--- src/rtl/sprite_row_blitter_pkg.sv ---
// Shared types, widths and helpers for the sprite row blitter.
package sprite_row_blitter_pkg;

    localparam int VGA_XW = 8;
    localparam int VGA_YW = 7;
    localparam int COL_W  = 3;

    typedef enum logic [1:0] {
        IDLE,
        SCAN,
        DRAIN,
        DONE
    } blit_state_t;

    // ceil(log2(n)), never below 1 so the result can size a counter
    function automatic int clog2(input int n);
        int r = 0;
        while ((1 << r) < n) r++;
        return (r < 1) ? 1 : r;
    endfunction

endpackage

--- src/rtl/sprite_row_blitter_pipe.sv ---
// Valid/x/y delay line that keeps pixel coordinates aligned
// with the ROM read latency.
module blit_pipe #(
    parameter int DEPTH = 1,
    parameter int XW    = 8,
    parameter int YW    = 7
) (
    input  logic          Clock,
    input  logic          resetn,
    input  logic          in_valid,
    input  logic [XW-1:0] in_x,
    input  logic [YW-1:0] in_y,
    output logic          out_valid,
    output logic [XW-1:0] out_x,
    output logic [YW-1:0] out_y
);

    logic [DEPTH-1:0] v;
    logic [XW-1:0]    xs [DEPTH];
    logic [YW-1:0]    ys [DEPTH];

    always_ff @(posedge Clock or negedge resetn) begin
        if (!resetn) begin
            v <= '0;
            for (int i = 0; i < DEPTH; i++) begin
                xs[i] <= '0;
                ys[i] <= '0;
            end
        end else begin
            v[0]  <= in_valid;
            xs[0] <= in_x;
            ys[0] <= in_y;
            for (int i = 1; i < DEPTH; i++) begin
                v[i]  <= v[i-1];
                xs[i] <= xs[i-1];
                ys[i] <= ys[i-1];
            end
        end
    end

    assign out_valid = v[DEPTH-1];
    assign out_x     = xs[DEPTH-1];
    assign out_y     = ys[DEPTH-1];

endmodule

--- src/rtl/sprite_row_blitter.sv ---
// Draws a row of animated sprites from an external ROM into the
// vga_adapter plot port, one pixel address per cycle.
module sprite_row_blitter
    import sprite_row_blitter_pkg::*;
#(
    parameter int               NUM_SLOTS  = 8,
    parameter int               SPR_W      = 16,
    parameter int               SPR_H      = 20,
    parameter int               FRAME_W    = 2,
    parameter int               ROM_AW     = 11,
    parameter int               X0         = 2,
    parameter int               Y0         = 100,
    parameter int               PITCH      = 18,
    parameter int               ROM_LAT    = 1,
    parameter bit               TRANSP_EN  = 1'b0,
    parameter logic [COL_W-1:0] TRANSP_COL = 3'b000
) (
    input  logic                         CLOCK_50,
    input  logic                         resetn,
    input  logic                         frame_tick,
    input  logic [NUM_SLOTS-1:0]         slot_enable,
    input  logic [NUM_SLOTS*FRAME_W-1:0] slot_frames,
    output logic [ROM_AW-1:0]            rom_addr,
    input  logic [COL_W-1:0]             rom_q,
    output logic [VGA_XW-1:0]            x,
    output logic [VGA_YW-1:0]            y,
    output logic [COL_W-1:0]             colour,
    output logic                         plot,
    output logic                         busy,
    output logic                         done,
    output logic                         overrun
);

    localparam int SLOT_W = clog2(NUM_SLOTS);
    localparam int CCW    = clog2(SPR_W);
    localparam int RCW    = clog2(SPR_H);
    localparam int DRW    = clog2(ROM_LAT + 1);

    blit_state_t                  state;
    logic [SLOT_W-1:0]            slot;
    logic [CCW-1:0]               col;
    logic [RCW-1:0]               row;
    logic [DRW-1:0]               drn;
    logic [NUM_SLOTS-1:0]         en_q;
    logic [NUM_SLOTS*FRAME_W-1:0] fr_q;

    logic [FRAME_W-1:0] fr_cur;
    logic               issue;
    logic               col_end;
    logic               row_end;
    logic               slot_end;
    logic [VGA_XW-1:0]  x_iss;
    logic [VGA_YW-1:0]  y_iss;
    logic               pv;
    logic [VGA_XW-1:0]  px;
    logic [VGA_YW-1:0]  py;

    assign fr_cur   = fr_q[int'(slot)*FRAME_W +: FRAME_W];
    assign issue    = (state == SCAN) && en_q[slot];
    assign col_end  = col == CCW'(SPR_W - 1);
    assign row_end  = row == RCW'(SPR_H - 1);
    assign slot_end = slot == SLOT_W'(NUM_SLOTS - 1);

    assign rom_addr = issue
        ? ROM_AW'(int'(fr_cur) * SPR_W * SPR_H
                  + int'(row) * SPR_W + int'(col))
        : '0;

    assign x_iss = VGA_XW'(X0 + int'(slot) * PITCH + int'(col));
    assign y_iss = VGA_YW'(Y0 + int'(row));

    always_ff @(posedge CLOCK_50 or negedge resetn) begin
        if (!resetn) begin
            state   <= IDLE;
            slot    <= '0;
            col     <= '0;
            row     <= '0;
            drn     <= '0;
            en_q    <= '0;
            fr_q    <= '0;
            busy    <= 1'b0;
            done    <= 1'b0;
            overrun <= 1'b0;
        end else begin
            done <= 1'b0;
            // a tick in the done cycle counts as arriving while busy
            if (frame_tick && (state != IDLE || done))
                overrun <= 1'b1;
            unique case (state)
                IDLE: begin
                    if (frame_tick && !done) begin
                        en_q  <= slot_enable;
                        fr_q  <= slot_frames;
                        slot  <= '0;
                        col   <= '0;
                        row   <= '0;
                        busy  <= 1'b1;
                        state <= SCAN;
                    end
                end
                SCAN: begin
                    if (!en_q[slot] || (col_end && row_end)) begin
                        col <= '0;
                        row <= '0;
                        if (slot_end) begin
                            slot  <= '0;
                            drn   <= '0;
                            state <= DRAIN;
                        end else begin
                            slot <= slot + 1'b1;
                        end
                    end else if (col_end) begin
                        col <= '0;
                        row <= row + 1'b1;
                    end else begin
                        col <= col + 1'b1;
                    end
                end
                // covers the delay line plus the plot output register
                DRAIN: begin
                    if (drn == DRW'(ROM_LAT))
                        state <= DONE;
                    else
                        drn <= drn + 1'b1;
                end
                DONE: begin
                    done  <= 1'b1;
                    busy  <= 1'b0;
                    state <= IDLE;
                end
                default: state <= IDLE;
            endcase
        end
    end

    blit_pipe #(
        .DEPTH (ROM_LAT),
        .XW    (VGA_XW),
        .YW    (VGA_YW)
    ) u_pipe (
        .Clock     (CLOCK_50),
        .resetn    (resetn),
        .in_valid  (issue),
        .in_x      (x_iss),
        .in_y      (y_iss),
        .out_valid (pv),
        .out_x     (px),
        .out_y     (py)
    );

    always_ff @(posedge CLOCK_50 or negedge resetn) begin
        if (!resetn) begin
            plot   <= 1'b0;
            x      <= '0;
            y      <= '0;
            colour <= '0;
        end else begin
            plot   <= pv && !(TRANSP_EN && rom_q == TRANSP_COL);
            x      <= px;
            y      <= py;
            colour <= rom_q;
        end
    end

endmodule

--- config.mk ---
export PLATFORM = sky130hd
export DESIGN_NAME = sprite_row_blitter
export DESIGN_NICKNAME = d
export VERILOG_FILES = /design/src/rtl/sprite_row_blitter_pkg.sv /design/src/rtl/sprite_row_blitter_pipe.sv /design/src/rtl/sprite_row_blitter.sv
export SDC_FILE = /design/constraint.sdc
export NUM_CORES = 1
export LEC_CHECK = 0
export CORE_AREA = 2 2 86 88
export DETAILED_ROUTE_END_ITERATION = 7
export DIE_AREA = 0 0 88 90
export PLACE_DENSITY_LB_ADDON = 0.08
export SLEW_MARGIN = 20
export SYNTH_ARGS = -nofsm -noshare
export SYNTH_HDL_FRONTEND = slang
export SYNTH_SLANG_ARGS = --single-unit
export TNS_END_PERCENT = 30
--- constraint.sdc ---
create_clock -name CLOCK_50 -period 3.3 [get_ports CLOCK_50]
set_clock_uncertainty 0.15 [all_clocks]
set_input_delay 0.33 -clock CLOCK_50 [delete_from_list [all_inputs] [get_ports CLOCK_50]]
set_output_delay 0.33 -clock CLOCK_50 [all_outputs]
set_load 0.02 [all_outputs]
======== Yosys cells after proc, flatten, opt, wreduce, memory -nomap -nowiden ========
Index checks and enable logic that the tools add are counted.
word-level totals
  flip-flop bits (word level) ............. 77
  bits in latches ......................... 0
  RAM bits ................................ 0
  ROM bits ................................ 0
  input port bits ......................... 30
  output and inout bits ................... 33
  logic and storage cells ................. 88
  memories ................................ 0
cells by class
  $add $sub $neg .......................... 9
  $mul .................................... 2
  div/mod/pow operators ................... 0
  $lt $le $gt $ge ......................... 1
  equality and inequality tests ........... 11
  shifts and indexed selects .............. 1
  mux-type cells .......................... 27
  bitwise logic cells ..................... 0
  reductions and logical operators ........ 20
operators with widths
  cell                   number
  $shiftx A16 B5 Y2      1
  $mux W5                3
  $mux W4                3
  $add A11 B4 Y11        1
  $add A11 B9 Y11        1
  $mux W11               1
  $pmux W5 S2            1
  $mux W3                3
  $reduce_and A3 Y1      3
  $add A2 B8 Y8 const A  1
  $add A8 B4 Y8          1
  $mux W2                4
  $pmux W2 S4            1
  $pmux W4 S2            1
  $reduce_bool A2 Y1     4
  $add A7 B5 Y7 const A  1
  $mul A3 B4 Y7 const B  1
  $mux W1                6
  $ne A2 B2 Y1 const B   3
  $pmux W3 S2            1
  $reduce_and A2 Y1      3
  $add A5 B1 Y5 const B  1
  $eq A5 B5 Y1 const B   1
  $mul A2 B3 Y5 const B  1
  17 further kinds       24

======== Depth between registers and ports, before layout ========
  depth in word-level cells ............... 6
  gate-level depth with buffers ........... 9
  depth with buffers taken out ............ 8

======== By module ========
A second synthesis with hierarchy kept.
second synthesis, totals
  cell total of the unflattened synthesis .. 258
  area total of the unflattened synthesis .. 3,377.0 µm²
by module, submodules not included
  module              instances  cells each  area an instance (µm²)  sequential area each (µm²)
  sprite_row_blitter  1          242         2,976.6                 1,526.5
  blit_pipe           1          16          400.4                   400.4

======== Worst setup path before layout ========
Ideal clock, no wire load.
  kind .................................... register to output
  start point ............................. register slot[0]
  end point ............................... output port rom_addr[9]
  arrival time ............................ 2.354 ns
  required time ........................... 2.820 ns
  slack ................................... 0.466 ns
  cell stages (with the launch flop) ...... 10
  path buffers ............................ 1
  path through ............................ dfrtp_1 buf_6 mux4_1 mux2i_4 inv_1 ha_1 a21o_1 a21oi_1 xnor2_1 nor2_1
between the ends
  longest elaborated chain between the ends .. 5
  elaborated cells between the ends (all ways) .. 8
  classes of those cells .................. add/sub: 2; mul: 1; shift: 1; mux: 3; reduce/logical: 1
ends and longest elaborated chain
  what                    line                       RTL
  from (decl)             sprite_row_blitter.sv:40   logic [SLOT_W-1:0] slot;
  from (signal assigned)  sprite_row_blitter.sv:110  slot <= slot + 1'b1;
  $shiftx A16 B5 Y2       sprite_row_blitter.sv:58   assign fr_cur = fr_q[int'(slot)*FRAME_W +: FRAME_W];
  $mul A2 B3 Y5           sprite_row_blitter.sv:65   ? ROM_AW'(int'(fr_cur) * SPR_W * SPR_H
  $add A11 B9 Y11         sprite_row_blitter.sv:66   + int'(row) * SPR_W + int'(col))
  $add A11 B4 Y11         sprite_row_blitter.sv:66
  $mux W11 *              sprite_row_blitter.sv:65
  to (decl)               sprite_row_blitter.sv:23   output logic [ROM_AW-1:0] rom_addr,
Every way passes the cells marked *; elsewhere a longest branch is shown, timed or not. The select of a mux whose other input is x is not followed.

======== Worst setup path after layout ========
Ends and elaborated chain as after synthesis.

==> metrics <==
status finished, violations left; failing checks negative hold slack; Die Width approximately 90 um; core area between 7000 and 8000 um^2; non-filler instance count after layout ~440; Hold Buf Count CTS 0; initial core utilization 49.9%; Worst Path Buf+Inv 2; most frequent cells in the layout dfrtp_1, clkdlybuf4s50_1, mux2_2, ha_1, inv_1; Boundary Pins 63; Top delay family on crit path multiplexers; LEAKAGE just over 2 nW; worst-path cell chain mux4_1 -> mux2i_4 -> inv_1 -> ha_1 -> a21o_1 -> a21oi_1 -> xnor2_1 -> nor2_1 -> clkdlybuf4s15_1; # H-tree levels 3; Syn Area/Cell approximately 13 um^2; via density per instance between 5 and 6; max-slew violations 0; Detailed Route Iter0 Violations a little over 80; layout cell share with drive strength beyond 1 between 10% and 20%; CTS Buf Count 9; clock slew at reported path FFs 0.08 ns; # placed instances 423; maximum vdd ir drop about 0.44 mV; top_reg_cell synth dfrtp_1; CTS max path bufs 2; Synth Register Bits 77; cell count after synthesis roughly 260; max incr delay on CP between 0.6 and 0.7 ns; global-route wire length before repair 11000 um; vias in the first global route ~2300; Final nets 389; Ys Warns 0; WHS -0.0257 ns; CTS tree built; Buffers on Ports between 60 and 70; Final setup viols 0; EDFF count, synth 0; post-route clock period utilization slightly below 100%; Worst path slowest cell mux4_1; gr ovfl total 0; commonest non-fill, non-tap cell in the layout dfrtp_1; crit start category register; antenna violations before repair 0; Hold Violations, Final 70; MaxCap Viol Count 0; area leader, netlist dfrtp_1; # fillers 542; DIE AREA 7920 um^2; post-DP HPWL between 4000 and 5000 um; Crit Path Class reg2out; Cell variety after synth just under 50; Placer Congestion between 0.7 and 0.8; setup_tns 0 ns; Crit path arrival time 2.71 ns; measured slew at the worst slew-check pin ~0.9 ns; min Tclk post-route 3.19 ns; largest cells by area after synthesis dfrtp_1, mux2_2, ha_1, mux4_1, inv_1; Crit Path Max Fanout 5; Layout area overhead 28.5%; clk root buf clkbuf_8; Total Wirelength 6410 um; Rows 31; post-synthesis sequential area ratio 55.0%; Cell Area, Synth 3500 um^2; Max-slew headroom 38.3%; DR DRC count 0; RSZ-0062 raised after global routing no; largest net degree at the start of global routing slightly below 80; overall routing resource usage 18.0%; Hold/Removal Path Class in2async; Req. time, crit path ~2.8 ns; ant diodes 0; wire per inst between 10 and 15 um; Clk Latency, worst-skew pair between 0.3 and 0.4 ns; die height around 90 um; Max Freq 313 MHz; Async SR Flop Fraction 100%; total number of vias approximately 2300; CP Capture Type output port; Routed Antenna Nets 0; area share of the largest cell type after synthesis about 55%; CTS Sinks 77; Pwr per Cell Area between 700 and 800 nW/um^2; total iterations of the first detailed-routing run 4; Syn Nets ~320
-- routing by layer --
layer	part of all wire (%)	GRT usage, %
met4	1.6	6.15
met3	3.9	4.50
met5	0	0
met1	47	24.6
met2	48	27.9
-- path summary, 6_finish.rpt --
check                           slack, ns              end  cells past startpoint             from
worst min register to register       0.20             x[3]                      0  u_pipe.out_x[3]
worst min-delay path                -0.03             x[7]                      1           resetn
max in group asynchronous            2.39          slot[0]                      1           resetn
worst max-delay path                 0.11      rom_addr[9]                      9          slot[0]
min in group CLOCK_50                0.20             x[3]                      0  u_pipe.out_x[3]
worst max register to register       1.11  u_pipe.out_x[6]                      7          slot[1]
-- power by group --
group,leakage (nW),switching [mW],internal [mW]
Combinational,0.932,0.669,0.670
Sequential,0.952,0.140,1.20
Clock,0.127,0.344,0.523
Total,2.01,1.15,2.40
-- metrics by stage --
stage / instance area (um^2) / power (mW) / hold slack, ns / utilization [%] / setup slack (ns)
finish: 4500 / 3.55 / -0.0257 / 64.1 / 0.107
global route: 4500 / 3.78 / 0.0510 / 64.1 / 0.00398
CTS: 4490 / 3.55 / 0.0131 / 64.0 / 0.0342
detailed placement: 4250 / 2.69 / 0.185 / 60.5 / 0.0980
global placement: 4250 / 2.66 / 0.182 / 60.5 / 0.142
floorplan: 3500 / 2.26 / -0.116 / - / 0.466
-- final cells by class --
class	instances	area, um^2	area share, %
multi-input combinational	163	1470	32.7
sequential	77	1930	42.8
inverter	16	60.1	1.33
timing repair buffer	70	671	14.9
clock buffer	10	138	3.06
tap	99	124	2.75
clock inverter	6	109	2.42
-- Yosys cell counts, drive strengths merged, types with 2 or more instances --
| cell type | instances |
|---|---|
| clkbuf | 2 |
| o41ai | 2 |
| fa | 2 |
| xor2 | 3 |
| buf | 6 |
| o22ai | 2 |
| ha | 20 |
| nand3 | 9 |
| or3 | 2 |
| nand2b | 6 |
| o21ai | 3 |
| mux2i | 4 |
| nand4 | 5 |
| nor2 | 11 |
| a31oi | 2 |
| mux4 | 4 |
| dfrtp | 77 |
| o2bb2ai | 3 |
| o211ai | 3 |
| mux2 | 29 |
| xnor2 | 2 |
| nand2 | 12 |
| nor3 | 2 |
| a21o | 4 |
| a211oi | 2 |
| a21oi | 5 |
| nor2b | 3 |
| inv | 16 |
| and2 | 7 |
-- worst reg2reg max path, stage by stage, from the launching register on --
cell and delay, ns:
dfrtp_1 0.44, buf_4 0.19, ha_1 0.30, ha_1 0.23, fa_1 0.40, a21oi_1 0.15
nor2_1 0.06, xor2_1 0.14
-- sequential cells by signal (all words and copies together) (netlist names) --
signal,cells
state,2
u_pipe.out_y,7
en_q,8
colour,3
overrun,1
col,4
y,7
drn,1
fr_q,16
u_pipe.out_valid,1
plot,1
row,5
busy,1
done,1
u_pipe.out_x,8
slot,3
x,8
-- cell families (layout without fill, tap and decap cells) --
| kind of cell | count (synthesis) | count (layout) | synth area share (%) |
|---|---|---|---|
| XOR/XNOR | 5 | 5 | 1.25 |
| flip-flops | 77 | 77 | 55.0 |
| adder cells (fa/ha/maj) | 22 | 22 | 8.28 |
| buffers and inverters | 24 | 102 | 2.96 |
| AO/OA/AOI/OAI | 38 | 38 | 9.60 |
| multiplexers | 37 | 37 | 13.8 |
| AND/OR/NAND/NOR | 61 | 61 | 9.10 |
-- what timing repair did --
action,CTS,global route
setup endpoints to repair,10,8
setup buffers,0,2
gates resized for setup,6,3
pin swaps,1,1
Power figures use the tool's default switching activity.
